## config.mk

```make
export PLATFORM = sky130hd
export DESIGN_NAME = set_assoc_dcache
export DESIGN_NICKNAME = d
export VERILOG_FILES = /design/src/rtl/dcache_pkg.sv /design/src/rtl/dcache_way.sv /design/src/rtl/set_assoc_dcache.sv
export SDC_FILE = /design/constraint.sdc
export NUM_CORES = 2
export LEC_CHECK = 0
export BUFFER_PORTS_ARGS = -buffer_cell sky130_fd_sc_hd__buf_2
export CAP_MARGIN = 25
export CORE_MARGIN = 4
export CORE_UTILIZATION = 40
export CTS_CLUSTER_DIAMETER = 60
export DETAILED_ROUTE_END_ITERATION = 16
export PLACE_DENSITY = 0.52
export SYNTH_ARGS = -nofsm -noshare
export SYNTH_HDL_FRONTEND = slang
export SYNTH_SLANG_ARGS = --single-unit
```

## constraint.sdc

```tcl
create_clock -name clk -period 13.4 [get_ports clk]
set_input_delay 2.68 -clock clk [delete_from_list [all_inputs] [get_ports clk]]
set_output_delay 2.68 -clock clk [all_outputs]
set_load 0.01 [all_outputs]
```

## src/rtl/dcache_pkg.sv

```systemverilog
// Shared types and helpers for the 2-way set-associative data cache.
package dcache_pkg;

   typedef enum logic [1:0] {
      IDLE   = 2'd0,
      REFILL = 2'd1,
      WRITE  = 2'd2
   } dcache_state_t;

   // One-hot byte enable for a byte access at the given byte offset.
   function automatic logic [3:0] byte_lane_be(input logic [1:0] off);
      return 4'b0001 << off;
   endfunction

endpackage

```

## src/rtl/dcache_way.sv

```systemverilog
// One cache way: valid/tag/data storage with a combinational lookup port and
// a synchronous port that either fills a whole line or merges a store.
module dcache_way
   import dcache_pkg::*;
#(
   parameter int SET_W      = 3,
   parameter int WOFF_W     = 2,
   parameter int TAG_W      = 25,
   parameter int DATA_WIDTH = 32
) (
   input  logic                             clk,
   input  logic                             rst,
   input  logic [SET_W-1:0]                 set_idx,
   input  logic [WOFF_W-1:0]                word_idx,
   input  logic [TAG_W-1:0]                 tag,
   output logic                             hit,
   output logic [DATA_WIDTH-1:0]            rd_data,
   input  logic                             fill_en,
   input  logic [(DATA_WIDTH<<WOFF_W)-1:0]  fill_line,
   input  logic                             wr_en,
   input  logic [3:0]                       wr_be,
   input  logic [DATA_WIDTH-1:0]            wr_data
);

   localparam int SETS  = 1 << SET_W;
   localparam int WORDS = 1 << WOFF_W;

   logic                  valid_q [SETS];
   logic [TAG_W-1:0]      tag_q   [SETS];
   logic [DATA_WIDTH-1:0] data_q  [SETS][WORDS];

   assign hit     = valid_q[set_idx] && (tag_q[set_idx] == tag);
   assign rd_data = data_q[set_idx][word_idx];

   // Valid bits: cleared by reset, set only when a complete line lands.
   always_ff @(posedge clk) begin
      if (rst) begin
         for (int s = 0; s < SETS; s++) valid_q[s] <= 1'b0;
      end else if (fill_en) begin
         valid_q[set_idx] <= 1'b1;
      end
   end

   // Tag/data storage: whole-line fill, or byte-masked merge of a store hit.
   always_ff @(posedge clk) begin
      if (fill_en) begin
         tag_q[set_idx] <= tag;
         for (int w = 0; w < WORDS; w++)
            data_q[set_idx][w] <= fill_line[w*DATA_WIDTH +: DATA_WIDTH];
      end else if (wr_en) begin
         for (int b = 0; b < 4; b++)
            if (wr_be[b]) data_q[set_idx][word_idx][8*b +: 8] <= wr_data[8*b +: 8];
      end
   end

endmodule

```

## src/rtl/set_assoc_dcache.sv

```systemverilog
// 2-way set-associative, write-through, no-write-allocate data cache.
//
// state  | meaning
// IDLE   | serve load hits combinationally, launch refill or store
// REFILL | fetch the block one word per beat, stall the pipeline
// WRITE  | forward a store to memory, release stall on mem_ready
module set_assoc_dcache
   import dcache_pkg::*;
#(
   parameter int DATA_WIDTH      = 32,
   parameter int ADDR_WIDTH      = 32,
   parameter int SETS            = 8,
   parameter int WORDS_PER_BLOCK = 4
) (
   input  logic                  clk,
   input  logic                  rst,
   input  logic                  req_valid,
   input  logic                  req_we,
   input  logic                  req_byte,
   input  logic [ADDR_WIDTH-1:0] req_addr,
   input  logic [DATA_WIDTH-1:0] req_wdata,
   output logic [DATA_WIDTH-1:0] rdata,
   output logic                  stall,
   output logic                  mem_req,
   output logic                  mem_we,
   output logic [ADDR_WIDTH-1:0] mem_addr,
   output logic [3:0]            mem_be,
   output logic [DATA_WIDTH-1:0] mem_wdata,
   input  logic                  mem_ready,
   input  logic [DATA_WIDTH-1:0] mem_rdata
);

   localparam int WOFF_W = $clog2(WORDS_PER_BLOCK);
   localparam int SET_W  = $clog2(SETS);
   localparam int TAG_W  = ADDR_WIDTH - SET_W - WOFF_W - 2;
   localparam logic [WOFF_W-1:0] LAST_BEAT = WOFF_W'(WORDS_PER_BLOCK - 1);

   logic [1:0]        byte_off;
   logic [WOFF_W-1:0] word_idx;
   logic [SET_W-1:0]  set_idx;
   logic [TAG_W-1:0]  tag;

   assign byte_off = req_addr[1:0];
   assign word_idx = req_addr[WOFF_W+1:2];
   assign set_idx  = req_addr[SET_W+WOFF_W+1:WOFF_W+2];
   assign tag      = req_addr[ADDR_WIDTH-1:SET_W+WOFF_W+2];

   dcache_state_t         state;
   logic [WOFF_W-1:0]     count;
   logic [SETS-1:0]       lru;
   logic [DATA_WIDTH-1:0] line_buf [WORDS_PER_BLOCK];
   logic [(DATA_WIDTH<<WOFF_W)-1:0] fill_line;

   logic                  hit0, hit1, hit, hit_way, victim;
   logic [DATA_WIDTH-1:0] rd0, rd1, hit_word, load_data;
   logic                  last_beat, store_hit;
   logic [3:0]            store_be;
   logic [DATA_WIDTH-1:0] store_data;

   // Way0 wins if both ways ever claim the same tag.
   assign hit       = hit0 | hit1;
   assign hit_way   = ~hit0;
   assign hit_word  = hit0 ? rd0 : rd1;
   assign load_data = req_byte ? {{(DATA_WIDTH-8){1'b0}}, hit_word[{byte_off, 3'b000} +: 8]}
                               : hit_word;
   assign victim    = lru[set_idx];
   assign last_beat = (state == REFILL) && mem_ready && (count == LAST_BEAT);
   assign store_hit = (state == IDLE) && req_valid && req_we && hit;
   assign store_be  = req_byte ? byte_lane_be(byte_off) : 4'b1111;
   assign store_data = req_byte ? {4{req_wdata[7:0]}} : req_wdata;

   dcache_way #(.SET_W(SET_W), .WOFF_W(WOFF_W), .TAG_W(TAG_W), .DATA_WIDTH(DATA_WIDTH)) u_way0 (
      .clk(clk), .rst(rst), .set_idx(set_idx), .word_idx(word_idx), .tag(tag),
      .hit(hit0), .rd_data(rd0),
      .fill_en(last_beat && !victim), .fill_line(fill_line),
      .wr_en(store_hit && hit0), .wr_be(store_be), .wr_data(store_data)
   );

   dcache_way #(.SET_W(SET_W), .WOFF_W(WOFF_W), .TAG_W(TAG_W), .DATA_WIDTH(DATA_WIDTH)) u_way1 (
      .clk(clk), .rst(rst), .set_idx(set_idx), .word_idx(word_idx), .tag(tag),
      .hit(hit1), .rd_data(rd1),
      .fill_en(last_beat && victim), .fill_line(fill_line),
      .wr_en(store_hit && !hit0), .wr_be(store_be), .wr_data(store_data)
   );

   // The final beat bypasses the buffer so the line is written on the beat it arrives.
   always_comb begin
      fill_line = '0;
      for (int w = 0; w < WORDS_PER_BLOCK; w++)
         fill_line[w*DATA_WIDTH +: DATA_WIDTH] = (w == WORDS_PER_BLOCK - 1) ? mem_rdata : line_buf[w];
   end

   // Collect refill beats in word order.
   always_ff @(posedge clk) begin
      if (state == REFILL && mem_ready) line_buf[count] <= mem_rdata;
   end

   // Controller state, beat counter and per-set LRU bits.
   always_ff @(posedge clk) begin
      if (rst) begin
         state <= IDLE;
         count <= '0;
         lru   <= '0;
      end else begin
         case (state)
            IDLE: begin
               if (req_valid) begin
                  if (req_we) begin
                     state <= WRITE;
                  end else if (hit) begin
                     lru[set_idx] <= ~hit_way;
                  end else begin
                     state <= REFILL;
                     count <= '0;
                  end
               end
            end
            REFILL: begin
               if (mem_ready) begin
                  count <= count + 1'b1;
                  if (count == LAST_BEAT) begin
                     lru[set_idx] <= ~victim;
                     state        <= IDLE;
                  end
               end
            end
            WRITE: begin
               if (mem_ready) state <= WRITE == state ? IDLE : state;
            end
            default: state <= IDLE;
         endcase
      end
   end

   // Outputs follow the registered state; request fields are held by the CPU while stalled.
   always_comb begin
      rdata     = '0;
      stall     = 1'b0;
      mem_req   = 1'b0;
      mem_we    = 1'b0;
      mem_addr  = '0;
      mem_be    = 4'b0000;
      mem_wdata = '0;
      case (state)
         IDLE: begin
            if (req_valid) begin
               if (!req_we && hit) rdata = load_data;
               else                stall = 1'b1;
            end
         end
         REFILL: begin
            stall    = 1'b1;
            mem_req  = 1'b1;
            mem_addr = {tag, set_idx, count, 2'b00};
         end
         WRITE: begin
            stall     = !mem_ready;
            mem_req   = 1'b1;
            mem_we    = 1'b1;
            mem_addr  = {req_addr[ADDR_WIDTH-1:2], 2'b00};
            mem_be    = store_be;
            mem_wdata = store_data;
         end
         default: ;
      endcase
   end

endmodule
```

==> metrics <==
Seq/Total Area, Yosys=75.16%; die width=513.9 um; RSZ-0062 raised after global routing=no; Synth async-reset ratio=0%; NetSw=4.023 mW; Post-synth EDFFs=2,544; Netlist cell types=82; sequential share of power=50.4%; Critical R2R Launch=u_way0.tag_q[6][15]; detailed-route vias per instance=6.128; crit path launch=req_addr[5]; hpwl dp=212,900 um; area delta synth->final=14.21%; Final setup viols=0; largest net degree at the start of global routing=103; antenna violations before repair=15; Synth top area share=74.61%; DRT antenna net count=0; hold-fix buffer count after cts=0; NumNets Final=6,338; leakage=37.20 nW; Period minus WS final=10.99 ns; GRT Overall Usage=25.00%; post-CTS sizing=0; clock buffer depth=4; CTS Buf Count=296; worst-path fanout max=61; 1st-pass router iterations=5; Max Fclk=91.02 MHz; slew margin rel.=22.23%; first-pass GRT wire length=468,900 um; Syn Area/Cell=17.27 sq um; Gate power share=6.7%; Slew @ Worst Pin=1.159 ns; Worst Min Path Start=u_way0.valid_q[4]; CP Capture Type=primary output; Primary FF master, synth=edfxtp_1; Clock Power Share=43.0%; synthesized cell area=0.1024 sq mm; run status=finished, final reports clean; met1 Use GR=34.76%; num rows=185; kind of cell adding the most delay to the critical path=simple AND/OR/NAND/NOR gates; CP required=10.72 ns; routability cong.=0.8391; Sink Count=2,572; crit path DAT=8.31 ns; Die ar.=0.2641 sq mm; CORE AREA=0.2544 sq mm; Final Skew=0.05605 ns; met2 usage=39.20%; post-CTS setup buffer count=0; slowest CP cell=nor3_1; placed cell count=9,266; final period utilization=81.99%; Pint=13.56 mW; clk slew on worst S/H paths=0.06 ns; met3 GRT Util=3.895%; Startpoint Class=primary input; vias in the first global route=58,530; Yosys warnings=0; Power Total=17.58 mW; fin. max-slew vios=0; gr busiest metal=met2; final non-filler cell total=9,805; port bufs=202; # Max-Cap Violations=0; DRC=0; DR WL/cell=34.47 um; Synth area leader=edfxtp_1; starting density of the core=40.25%; crit path kind=in -> out; register area=0.07695 sq mm; CTS root buffer=clkbuf_16; WP buf/inv=5; clock insertion delay at the later pin of the skew report=0.93 ns; WL final=338,000 um; count leader, synth=edfxtp_1; Final Hold Fails=0; clock tree from TritonCTS=built; top-level port count=205; CP peak stage delay=0.91 ns; power density over the cells=150.4 mW/mm^2; Net Sw Frac=22.88%; CP cell instances=buf_8 > buf_4 > nor2b_2 > buf_4 > nand2_4 > buf_12 > o22ai_1 > or4_1 > o311ai_0 > nand2_1 > mux2i_1 > o22ai_1 > nor3_1 > buf_2; commonest cells in the netlist=edfxtp_1, o22ai_1, mux2_2; Max VDD drop=0.1446 mV; Multi-input gate area=0.02375 sq mm; Synth Register Bits=2,572; die height=513.9 um; CTS HTree Levels=5; DR vias=60,090; total congestion overflow=0; Fin Setup TNS=0 ns; synthesized netlist cell count=5,929; Hold Crit Class=reg -> reg; Fillers=21,740; DRT iter0 DRCs=7,107; top cells by area, synth=edfxtp_1, mux2_2, mux4_2, o22ai_1, mux2i_1; layout cells sized above 1=23.65%
## cell type report
type                       instances  share of cell area, %
antenna                            8                0.01712
clock buffer                     360                  6.593
timing repair buffer             405                  2.539
multi-input combinational       2912                  20.31
inverter                          41                 0.1423
tap                             3366                  3.601
sequential                      2572                  65.81
clock inverter                   141                 0.9918
## metal layers
| layer | part of all wire, % | vias to the layer above |
|---|---|---|
| li1 | - | 24880 |
| met1 | 41 | 31640 |
| met4 | 5.1 | 6 |
| met5 | 0.0086 | - |
| met3 | 7.4 | 639 |
| met2 | 46 | 2920 |
## stage by stage
stage / instance area [sq um] / utilization (%) / worst slack (ns) / hold slack (ns)
2_1_floorplan: 102400 / - / 4.807 / 0.4322
3_3_place_gp: 107500 / 42.25 / 2.352 / 0.4445
3_5_place_dp: 107800 / 42.37 / 2.471 / 0.4564
4_1_cts: 116700 / 45.86 / 2.438 / 0.4717
5_1_grt: 116900 / 45.96 / 2.035 / 0.4946
6_report: 116900 / 45.97 / 2.414 / 0.4720
## worst reg2reg max path: stages (launching register included)
cell and delay (ns):
edfxtp_1 0.37, mux2_2 0.30, o22ai_1 0.21, nor4_1 0.10, or4_1 0.50, or4b_1 0.53, nor4_4 0.35, buf_12 0.39
and2_2 0.98, buf_4 0.44, nand2_1 0.36, mux2_2 0.46
## flip-flops by register name, indices dropped and copies added, names as in the netlist
| register | flops |
|---|---|
| u_way0.valid_q | 8 |
| u_way0.data_q | 1024 |
| lru | 8 |
| u_way1.valid_q | 8 |
| count | 2 |
| u_way1.data_q | 1024 |
| line_buf | 96 |
| state | 2 |
| u_way1.tag_q | 200 |
| u_way0.tag_q | 200 |
## worst paths after layout
check,depth (start not counted),end,slack [ns]
setup / recovery,14,rdata[3],2.41
setup reg to reg,11,u_way0.data_q[5][2],8.13
hold / removal,2,u_way0.valid_q[4],0.47
hold reg to reg,2,u_way0.valid_q[4],0.47
## power by group through the flow
stage               registers [mW]  clock network (mW)  logic, mW
finish                        8.86                7.56       1.17
global route                  8.85                8.00       1.22
global placement              9.03                   0       1.15
floorplan                     9.02                   0      0.594
detailed placement            9.03                   0       1.16
CTS                           8.86                7.66       1.16
## layout by cell type (no fill, tap or decap), drive strengths merged, types with 20 or more instances in the layout
cell type  netlist  layout
a22oi           40      40
o21ai           88      88
a211oi          34      34
nand3           23      23
o22a            48      48
mux2           480     480
mux4           156     156
and2            79      79
nor2b           20      20
nor4            67      67
nor2           390     390
o221ai         181     181
clkbuf         216     360
xnor2           24      24
edfxtp        2544    2544
a21oi          152     152
dfxtp           28      28
mux2i          173     173
nor3            67      67
inv             39      53
clkinv           2     102
buf            189     405
o22ai          537     537
nand2           97      97
## cells by family (layout without fill, tap and decap cells)
family                     count (synthesis)  count (layout)  share of synthesized area, %
DFF                                     2572            2572                         75.16
AOI/OAI and AO/OA                       1215            1215                         8.052
and+or+nand+nor                          852             852                         4.124
muxes                                    809             809                         10.43
buffers and inverters                    446             947                         1.912
xor gates and xnor gates                  26              26                        0.2224
adders and majority gates                  8               8                       0.09776
other                                      1              10                      0.003662
Power figures use the tool's default switching activity.
